### config.mk
export PLATFORM = sky130hd
export DESIGN_NAME = nv_nvdla_mcif_write_cq_flat
export DESIGN_NICKNAME = d
export VERILOG_FILES = /design/src/rtl/nv_nvdla_mcif_write_cq_pkg.sv /design/src/rtl/nv_nvdla_mcif_write_cq_if.sv /design/src/rtl/nv_nvdla_mcif_write_cq_fifo.sv /design/src/rtl/nv_nvdla_mcif_write_cq.sv /design/src/flat_wrapper.sv
export SDC_FILE = /design/constraint.sdc
export NUM_CORES = 1
export LEC_CHECK = 0
export CAP_MARGIN = 10
export CORE_MARGIN = 2
export CORE_UTILIZATION = 60
export CTS_CLUSTER_SIZE = 40
export DETAILED_ROUTE_END_ITERATION = 10
export PLACE_DENSITY = 0.78
export SYNTH_ARGS = -nofsm -noshare
export SYNTH_HDL_FRONTEND = slang
export SYNTH_SLANG_ARGS = --single-unit
### constraint.sdc
create_clock -name nvdla_core_clk -period 2.6 [get_ports nvdla_core_clk]
set_input_delay 0.65 -clock nvdla_core_clk [delete_from_list [all_inputs] [get_ports nvdla_core_clk]]
set_output_delay 0.65 -clock nvdla_core_clk [all_outputs]
set_load 0.03 [all_outputs]
### src/rtl/nv_nvdla_mcif_write_cq_pkg.sv
// Shared types and constants for the MCIF write context queue.
//   CQ_PD_W / CQ_THREADS : record width and number of per-thread FIFOs
//   CQ_TID_*             : DMA thread ids carried on cq_wr_thread_id
//   REQ_ACK_BIT/LEN_LSB  : bit offsets of the record fields
package nv_nvdla_mcif_write_cq_pkg;

    localparam int unsigned CQ_PD_W    = 3;
    localparam int unsigned CQ_THREADS = 5;
    localparam int unsigned CQ_TID_W   = 3;
    localparam int unsigned CQ_LEN_W   = 2;

    localparam logic [CQ_TID_W-1:0] CQ_TID_BDMA = 3'd0;
    localparam logic [CQ_TID_W-1:0] CQ_TID_SDP  = 3'd1;
    localparam logic [CQ_TID_W-1:0] CQ_TID_PDP  = 3'd2;
    localparam logic [CQ_TID_W-1:0] CQ_TID_CDP  = 3'd3;
    localparam logic [CQ_TID_W-1:0] CQ_TID_RBK  = 3'd4;

    localparam int unsigned REQ_ACK_BIT = 0;
    localparam int unsigned LEN_LSB     = 1;

    // Context record pushed per AW burst: {len, require_ack}
    typedef struct packed {
        logic [CQ_LEN_W-1:0] len;
        logic                require_ack;
    } cq_rec_t;

    // Thread ids above RBK do not map to a FIFO
    function automatic logic cq_tid_valid(input logic [CQ_TID_W-1:0] tid);
        return tid <= CQ_TID_RBK;
    endfunction

endpackage

### src/rtl/nv_nvdla_mcif_write_cq_if.sv
// Handshake bundle between ingress/egress and the write context queue.
//   cq_wr_*   : single push port (ingress -> queue)
//   cq_rd{n}_*: per-thread FWFT pop ports (queue -> egress)
//   cq_idle, cq_wr_id_err, cq_rd_udf_err : status from the queue
// master = ingress/egress side, slave = the queue.
interface nv_nvdla_mcif_write_cq_if;
    import nv_nvdla_mcif_write_cq_pkg::*;

    logic                cq_wr_pvld;
    logic                cq_wr_prdy;
    logic [CQ_TID_W-1:0] cq_wr_thread_id;
    cq_rec_t             cq_wr_pd;

    logic    cq_rd0_pvld, cq_rd1_pvld, cq_rd2_pvld, cq_rd3_pvld, cq_rd4_pvld;
    logic    cq_rd0_prdy, cq_rd1_prdy, cq_rd2_prdy, cq_rd3_prdy, cq_rd4_prdy;
    cq_rec_t cq_rd0_pd, cq_rd1_pd, cq_rd2_pd, cq_rd3_pd, cq_rd4_pd;

    logic    cq_idle;
    logic    cq_wr_id_err;
    logic    cq_rd_udf_err;

    modport master (
        output cq_wr_pvld, cq_wr_thread_id, cq_wr_pd,
        input  cq_wr_prdy,
        input  cq_rd0_pvld, cq_rd1_pvld, cq_rd2_pvld, cq_rd3_pvld, cq_rd4_pvld,
        output cq_rd0_prdy, cq_rd1_prdy, cq_rd2_prdy, cq_rd3_prdy, cq_rd4_prdy,
        input  cq_rd0_pd, cq_rd1_pd, cq_rd2_pd, cq_rd3_pd, cq_rd4_pd,
        input  cq_idle, cq_wr_id_err, cq_rd_udf_err
    );

    modport slave (
        input  cq_wr_pvld, cq_wr_thread_id, cq_wr_pd,
        output cq_wr_prdy,
        output cq_rd0_pvld, cq_rd1_pvld, cq_rd2_pvld, cq_rd3_pvld, cq_rd4_pvld,
        input  cq_rd0_prdy, cq_rd1_prdy, cq_rd2_prdy, cq_rd3_prdy, cq_rd4_prdy,
        output cq_rd0_pd, cq_rd1_pd, cq_rd2_pd, cq_rd3_pd, cq_rd4_pd,
        output cq_idle, cq_wr_id_err, cq_rd_udf_err
    );

endinterface

### src/rtl/nv_nvdla_mcif_write_cq_fifo.sv
// Single-thread first-word-fall-through context FIFO.
//   push/push_pd : write request (ignored when full)
//   pop          : read request (ignored when empty)
//   pop_pd       : head record, zero when empty
//   empty/full   : occupancy flags from the wrap-bit pointers
module nv_nvdla_mcif_write_cq_fifo
    import nv_nvdla_mcif_write_cq_pkg::*;
#(
    parameter int unsigned DEPTH = 16
) (
    input  logic    nvdla_core_clk,
    input  logic    nvdla_core_rstn,
    input  logic    push,
    input  cq_rec_t push_pd,
    input  logic    pop,
    output cq_rec_t pop_pd,
    output logic    empty,
    output logic    full
);

    localparam int unsigned AW = $clog2(DEPTH);
    localparam int unsigned PW = AW + 1;

    logic [PW-1:0] rd_ptr;
    logic [PW-1:0] wr_ptr;
    logic          push_fire;
    logic          pop_fire;
    cq_rec_t       store [DEPTH];

    // Extra MSB distinguishes full from empty when addresses match
    assign empty     = (rd_ptr == wr_ptr);
    assign full      = (rd_ptr[AW-1:0] == wr_ptr[AW-1:0]) && (rd_ptr[AW] != wr_ptr[AW]);
    assign push_fire = push & ~full;
    assign pop_fire  = pop & ~empty;

    // Pointer registers
    always_ff @(posedge nvdla_core_clk or negedge nvdla_core_rstn) begin
        if (!nvdla_core_rstn) begin
            rd_ptr <= '0;
            wr_ptr <= '0;
        end else begin
            if (push_fire) wr_ptr <= wr_ptr + PW'(1);
            if (pop_fire)  rd_ptr <= rd_ptr + PW'(1);
        end
    end

    // Record store, contents undefined until written
    always_ff @(posedge nvdla_core_clk) begin
        if (push_fire) store[wr_ptr[AW-1:0]] <= push_pd;
    end

    assign pop_pd = empty ? '0 : store[rd_ptr[AW-1:0]];

endmodule

### src/rtl/nv_nvdla_mcif_write_cq.sv
// MCIF write-path context queue: five per-thread in-order FIFOs of
// {len, require_ack} records pushed per AW burst and popped per B response.
//   nvdla_core_clk/nvdla_core_rstn : clock, async active-low reset
//   cq                             : push port, five pop ports, idle and
//                                    sticky error status (slave modport)
module nv_nvdla_mcif_write_cq
    import nv_nvdla_mcif_write_cq_pkg::*;
#(
    parameter int unsigned DEPTH = 16
) (
    input  logic                     nvdla_core_clk,
    input  logic                     nvdla_core_rstn,
    nv_nvdla_mcif_write_cq_if.slave  cq
);

    logic [CQ_THREADS-1:0] push;
    logic [CQ_THREADS-1:0] pop;
    logic [CQ_THREADS-1:0] empty;
    logic [CQ_THREADS-1:0] full;
    cq_rec_t               rd_pd [CQ_THREADS];
    logic                  wr_full_sel;
    logic                  wr_id_ok;
    logic                  push_fire;
    logic                  id_err_q;
    logic                  udf_err_q;

    assign pop = {cq.cq_rd4_prdy, cq.cq_rd3_prdy, cq.cq_rd2_prdy,
                  cq.cq_rd1_prdy, cq.cq_rd0_prdy};

    // Full flag of the addressed thread; out-of-range ids are never full
    always_comb begin
        wr_full_sel = 1'b0;
        for (int unsigned i = 0; i < CQ_THREADS; i++) begin
            if (cq.cq_wr_thread_id == CQ_TID_W'(i)) wr_full_sel = full[i];
        end
    end

    assign wr_id_ok      = cq_tid_valid(cq.cq_wr_thread_id);
    assign cq.cq_wr_prdy = ~wr_full_sel;
    assign push_fire     = cq.cq_wr_pvld & ~wr_full_sel;

    // One-hot push decode
    always_comb begin
        push = '0;
        for (int unsigned i = 0; i < CQ_THREADS; i++) begin
            push[i] = push_fire & (cq.cq_wr_thread_id == CQ_TID_W'(i));
        end
    end

    for (genvar g = 0; g < CQ_THREADS; g++) begin : g_fifo
        nv_nvdla_mcif_write_cq_fifo #(
            .DEPTH (DEPTH)
        ) u_fifo (
            .nvdla_core_clk  (nvdla_core_clk),
            .nvdla_core_rstn (nvdla_core_rstn),
            .push            (push[g]),
            .push_pd         (cq.cq_wr_pd),
            .pop             (pop[g]),
            .pop_pd          (rd_pd[g]),
            .empty           (empty[g]),
            .full            (full[g])
        );
    end

    // Sticky error flags; underflow is judged from prdy against empty only
    always_ff @(posedge nvdla_core_clk or negedge nvdla_core_rstn) begin
        if (!nvdla_core_rstn) begin
            id_err_q  <= 1'b0;
            udf_err_q <= 1'b0;
        end else begin
            if (push_fire & ~wr_id_ok) id_err_q  <= 1'b1;
            if (|(pop & empty))        udf_err_q <= 1'b1;
        end
    end

    assign cq.cq_rd0_pvld   = ~empty[0];
    assign cq.cq_rd1_pvld   = ~empty[1];
    assign cq.cq_rd2_pvld   = ~empty[2];
    assign cq.cq_rd3_pvld   = ~empty[3];
    assign cq.cq_rd4_pvld   = ~empty[4];
    assign cq.cq_rd0_pd     = rd_pd[0];
    assign cq.cq_rd1_pd     = rd_pd[1];
    assign cq.cq_rd2_pd     = rd_pd[2];
    assign cq.cq_rd3_pd     = rd_pd[3];
    assign cq.cq_rd4_pd     = rd_pd[4];
    assign cq.cq_idle       = &empty;
    assign cq.cq_wr_id_err  = id_err_q;
    assign cq.cq_rd_udf_err = udf_err_q;

endmodule
### src/flat_wrapper.sv
// flat-port wrapper written by rule: the top's interface ports become plain ports
module nv_nvdla_mcif_write_cq_flat import nv_nvdla_mcif_write_cq_pkg::*;
#(
    parameter int unsigned DEPTH = 16
)
  (nvdla_core_clk, nvdla_core_rstn, cq_cq_wr_pvld, cq_cq_wr_thread_id, cq_cq_wr_pd, cq_cq_wr_prdy, cq_cq_rd0_pvld, cq_cq_rd1_pvld, cq_cq_rd2_pvld, cq_cq_rd3_pvld, cq_cq_rd4_pvld, cq_cq_rd0_prdy, cq_cq_rd1_prdy, cq_cq_rd2_prdy, cq_cq_rd3_prdy, cq_cq_rd4_prdy, cq_cq_rd0_pd, cq_cq_rd1_pd, cq_cq_rd2_pd, cq_cq_rd3_pd, cq_cq_rd4_pd, cq_cq_idle, cq_cq_wr_id_err, cq_cq_rd_udf_err);
  nv_nvdla_mcif_write_cq_if cq_i ();
  input  logic nvdla_core_clk;
  input  logic nvdla_core_rstn;
  input wire logic [$bits(cq_i.cq_wr_pvld)-1:0] cq_cq_wr_pvld;
  input wire logic [$bits(cq_i.cq_wr_thread_id)-1:0] cq_cq_wr_thread_id;
  input wire logic [$bits(cq_i.cq_wr_pd)-1:0] cq_cq_wr_pd;
  output wire logic [$bits(cq_i.cq_wr_prdy)-1:0] cq_cq_wr_prdy;
  output wire logic [$bits(cq_i.cq_rd0_pvld)-1:0] cq_cq_rd0_pvld;
  output wire logic [$bits(cq_i.cq_rd1_pvld)-1:0] cq_cq_rd1_pvld;
  output wire logic [$bits(cq_i.cq_rd2_pvld)-1:0] cq_cq_rd2_pvld;
  output wire logic [$bits(cq_i.cq_rd3_pvld)-1:0] cq_cq_rd3_pvld;
  output wire logic [$bits(cq_i.cq_rd4_pvld)-1:0] cq_cq_rd4_pvld;
  input wire logic [$bits(cq_i.cq_rd0_prdy)-1:0] cq_cq_rd0_prdy;
  input wire logic [$bits(cq_i.cq_rd1_prdy)-1:0] cq_cq_rd1_prdy;
  input wire logic [$bits(cq_i.cq_rd2_prdy)-1:0] cq_cq_rd2_prdy;
  input wire logic [$bits(cq_i.cq_rd3_prdy)-1:0] cq_cq_rd3_prdy;
  input wire logic [$bits(cq_i.cq_rd4_prdy)-1:0] cq_cq_rd4_prdy;
  output wire logic [$bits(cq_i.cq_rd0_pd)-1:0] cq_cq_rd0_pd;
  output wire logic [$bits(cq_i.cq_rd1_pd)-1:0] cq_cq_rd1_pd;
  output wire logic [$bits(cq_i.cq_rd2_pd)-1:0] cq_cq_rd2_pd;
  output wire logic [$bits(cq_i.cq_rd3_pd)-1:0] cq_cq_rd3_pd;
  output wire logic [$bits(cq_i.cq_rd4_pd)-1:0] cq_cq_rd4_pd;
  output wire logic [$bits(cq_i.cq_idle)-1:0] cq_cq_idle;
  output wire logic [$bits(cq_i.cq_wr_id_err)-1:0] cq_cq_wr_id_err;
  output wire logic [$bits(cq_i.cq_rd_udf_err)-1:0] cq_cq_rd_udf_err;
  assign cq_i.cq_wr_pvld = cq_cq_wr_pvld;
  assign cq_i.cq_wr_thread_id = cq_cq_wr_thread_id;
  assign cq_i.cq_wr_pd = cq_cq_wr_pd;
  assign cq_cq_wr_prdy = cq_i.cq_wr_prdy;
  assign cq_cq_rd0_pvld = cq_i.cq_rd0_pvld;
  assign cq_cq_rd1_pvld = cq_i.cq_rd1_pvld;
  assign cq_cq_rd2_pvld = cq_i.cq_rd2_pvld;
  assign cq_cq_rd3_pvld = cq_i.cq_rd3_pvld;
  assign cq_cq_rd4_pvld = cq_i.cq_rd4_pvld;
  assign cq_i.cq_rd0_prdy = cq_cq_rd0_prdy;
  assign cq_i.cq_rd1_prdy = cq_cq_rd1_prdy;
  assign cq_i.cq_rd2_prdy = cq_cq_rd2_prdy;
  assign cq_i.cq_rd3_prdy = cq_cq_rd3_prdy;
  assign cq_i.cq_rd4_prdy = cq_cq_rd4_prdy;
  assign cq_cq_rd0_pd = cq_i.cq_rd0_pd;
  assign cq_cq_rd1_pd = cq_i.cq_rd1_pd;
  assign cq_cq_rd2_pd = cq_i.cq_rd2_pd;
  assign cq_cq_rd3_pd = cq_i.cq_rd3_pd;
  assign cq_cq_rd4_pd = cq_i.cq_rd4_pd;
  assign cq_cq_idle = cq_i.cq_idle;
  assign cq_cq_wr_id_err = cq_i.cq_wr_id_err;
  assign cq_cq_rd_udf_err = cq_i.cq_rd_udf_err;
  nv_nvdla_mcif_write_cq #(.DEPTH(DEPTH)) u_core (.nvdla_core_clk(nvdla_core_clk), .nvdla_core_rstn(nvdla_core_rstn), .cq(cq_i));
endmodule
==> summary.txt, run 1 <==
Outcome
  • Outcome: complete, but fails checks
  • Violated checks: setup timing

Cells and area
  • Commonest non-fill, non-tap cell in the layout: edfxtp_1
  • Non-filler cells, final: 1213
  • Most frequent cells in the layout: edfxtp_1 (240), buf_4 (112), mux4_2 (60)
  • Layout fillers: 1225
  • Proportion of layout cells with a drive suffix above 1: between 30% and 40%
  • Area Growth Syn to Fin: 23.1%
  • # diodes: 0
  • Final net count: ~960

Worst setup path
  • Worst path cell trace: buf_12 > xor2_2 > nor4_4 > and2b_2 > buf_6 > nand3_4 > nor3_2 > buf_4
  • CP max stage cell: dfrtp_2
  • Critical Path Fanout Max: 3
  • Setup CP Type: reg -> out
  • Worst path max stage delay: 0.43 ns
  • CP endpoint kind: output pin
  • R2r worst-path depth: 10
  • R2r setup slk: 0.27 ns
  • Critical path arrival: 2.29 ns
  • R2r startpoint: u_core.g_fifo[2].u_fifo.rd_ptr[0]
  • Crit path launch type: flop
  • Required time worst endpoint: 1.95 ns
  • Reg2reg end: u_core.g_fifo[2].u_fifo.store[3][0]

Synthesis
  • Synthesized area: approximately 13000 um2
  • Post-synth top area share: 57.2%
  • Cell count after synthesis: between 700 and 800
  • Syn_area_per_cell: 16.6 um2
  • Register area share after synthesis: 67.5%
  • Synth cell types: 42
  • Main area contributors after synthesis: edfxtp_1 (57%), mux4_2 (11%), dfrtp_1 (10%)
  • Syn_nets: 800
  • Seq cells post-synth: just under 300
  • Synth area leader: edfxtp_1
  • Synth Warn #: 0

Clock network
  • Hold buffer count at cts: 0
  • Clock sink count: 292
  • CTS clk-pin slew, worst paths: 0.06 ns
  • Root Driver: clkbuf_16
  • Longest Clk Path Bufs: 3
  • H-tree level count: 1
  • CTS tree: done
  • Later-pin clock latency in the skew report: around 0.55 ns
  • Num CTS Buffers: 29

Power
  • Logic pwr share: 42.9%
  • Net switching power: about 0.0060 W
  • Seq pwr share: 33.6%
  • Power density over the cells: approximately 1100 nW/um2
  • Clk pwr share: between 20% and 30%
  • Sw Share: 33.9%
  • Peak VDD IR: around 950 uV
  • Leakage: ~5.8 nW
  • P_int: 0.0117 W
  • Total power: about 0.018 W

Timing
  • Final min period: ~2.9 ns
  • Worst slew margin: between 60% and 70%
  • Final hold vios: 0
  • FMAX: 340 MHz
  • Worst-case clock skew: 0.0199 ns
  • Slew Limit Fails: 0
  • Setup WS post-layout: -0.339 ns
  • Final setup viols: 20
  • RSZ-0062 raised after global routing: true
  • Period utilisation layout: 113%
  • Worst hold slack: a little over 0.1 ns
  • Worst Tran Pin Value: 0.588 ns

Global routing
  • Largest net degree at the start of global routing: 81
  • Global route overflow: 0
  • First-pass GRT wire length: ~41 mm
  • Via count of the first global-routing pass: approximately 7600
  • Total GRT Usage: 24.4%
  • Initial antenna violation count: 1

Floorplanning
  • Die area: 22200 um2
  • Die H: 149 um
  • I/O pin count: 38
  • Die X: 149 um
  • Core Region: 20800 um2
  • Cell Rows: between 50 and 60
  • Starting density of the core: 60.6%

Drt
  • Initial drt markers: approximately 540
  • Final wirelength: 27.5 mm
  • Post-route antenna net violation count: 0
  • DR vias/cell: 6.02
  • DRC: 0
  • Routed WL per cell: 22.7 um
  • First-pass DRT Iterations: 5
  • DR vias: between 7000 and 8000

Placement
  • Gpl congestion: just under 0.8
  • HPWL Detailed: 16.7 mm
  • Placed insts: 1128
  • Port-buffer cells: 37

Worst hold path
  • Hold Crit Class: in -> async

Flow run
  • Number of max-cap violations: 0
metal layers:
layer  track usage (%)  wire [um]
met5                 0         17
met3              3.70       1350
met1              31.7      10700
met4              7.81        662
met2              42.8      14800
worst max-delay path: cells and delay by family (launching register included):
kind	cells	cell delay, ns
XOR/XNOR	1	0.16
buffers and inverters	3	0.43
flip-flops	1	0.43
AND/OR/NAND/NOR	4	0.74
synthesized netlist by cell type (all sizes together):
library cell    n
o211a           1
xnor2          35
nor2b          19
nor4b           3
a22oi          32
edfxtp        240
nand4b          2
xor2           31
o2111ai         1
mux2            6
and4            5
a211oi          2
and3           59
dfrtp          52
and2b           2
clkbuf         14
nor3           12
a21oi          17
nand3b          1
nor2           25
nor3b           6
and2            8
nand2          23
buf            28
or2             1
o21ai           7
a41oi           1
mux4           60
a31oi           1
inv            19
nand3          11
nor4            4
nand4           7
ha             25
o21bai          1
state kept, by name, indices dropped and copies added (netlist names):
name	count
u_core.cq.cq_wr_id_err	1
u_core.g_fifo.u_fifo.store	240
u_core.g_fifo.u_fifo.wr_ptr	25
u_core.g_fifo.u_fifo.rd_ptr	25
u_core.cq.cq_rd_udf_err	1
kinds of logic after synthesis:
kind of cell / count (synthesis) / share of synthesized area (%)
fa+ha+maj: 25 / 2.48
flops: 292 / 67.5
xor+xnor: 66 / 4.58
buf+inv: 61 / 2.23
compound gates: 63 / 3.38
mux: 66 / 11.3
simple gates: 188 / 8.59
worst max-delay path by stage:
stage / startpoint / to / slack (ns) / depth (start not counted)
floorplan: u_core.g_fifo[0].u_fifo.rd_ptr[0] / cq_cq_idle / 0.11 / 6
global placement: cq_cq_wr_thread_id[1] / u_core.g_fifo[4].u_fifo.store[4][1] / -0.23 / 6
detailed placement: cq_cq_wr_pvld / u_core.g_fifo[2].u_fifo.store[3][1] / -0.22 / 8
CTS: u_core.g_fifo[3].u_fifo.wr_ptr[1] / cq_cq_idle / -0.27 / 7
global route: u_core.g_fifo[3].u_fifo.rd_ptr[0] / cq_cq_idle / -0.43 / 8
finish: u_core.g_fifo[3].u_fifo.rd_ptr[0] / cq_cq_idle / -0.34 / 8
power groups by stage:
stage          clock, W  combinational (W)  sequential, W
6_report        0.00416            0.00757        0.00593
5_1_grt         0.00438            0.00803        0.00597
4_1_cts         0.00421            0.00696        0.00591
3_5_place_dp          0            0.00622        0.00597
3_3_place_gp          0            0.00602        0.00596
2_1_floorplan         0            0.00406        0.00584
final cells by class:
cell class	instances	area (um2)	share of cell area [%]
inverters	19	71.3	0.459
clock inverters	11	161	1.04
multi-input cells	408	4090	26.3
repair buffers	169	1560	10.1
clock buffers	39	783	5.04
flip-flops and latches	292	8520	54.8
well taps	275	344	2.22
what timing repair did:
action | in CTS | in global routing
gates resized for setup | 134 | 51
buffers inserted | 19 | 18
endpoints found under the setup margin | 21 | 22
pin swaps | 18 | 24
gates cloned | 3 | 1
per-stage QoR:
stage	setup TNS [ns]	cell area, um2	worst slack [ns]	util [%]
detailed placement	-16.20	13900	-0.222	67.0
global placement	-12.04	13900	-0.227	67.0
CTS	-3.72	15300	-0.273	73.5
global route	-5.56	15500	-0.434	74.6
floorplan	0	12600	0.105	-
finish	-4.30	15500	-0.339	74.6
No activity file was read; power rests on OpenSTA's default activity.
==> run 2: changes to the inputs <==
CAP_MARGIN = not set   (was 10)
==> results of run 2 <==
The final DEF is identical to that of run 1; final timing and power are the same.
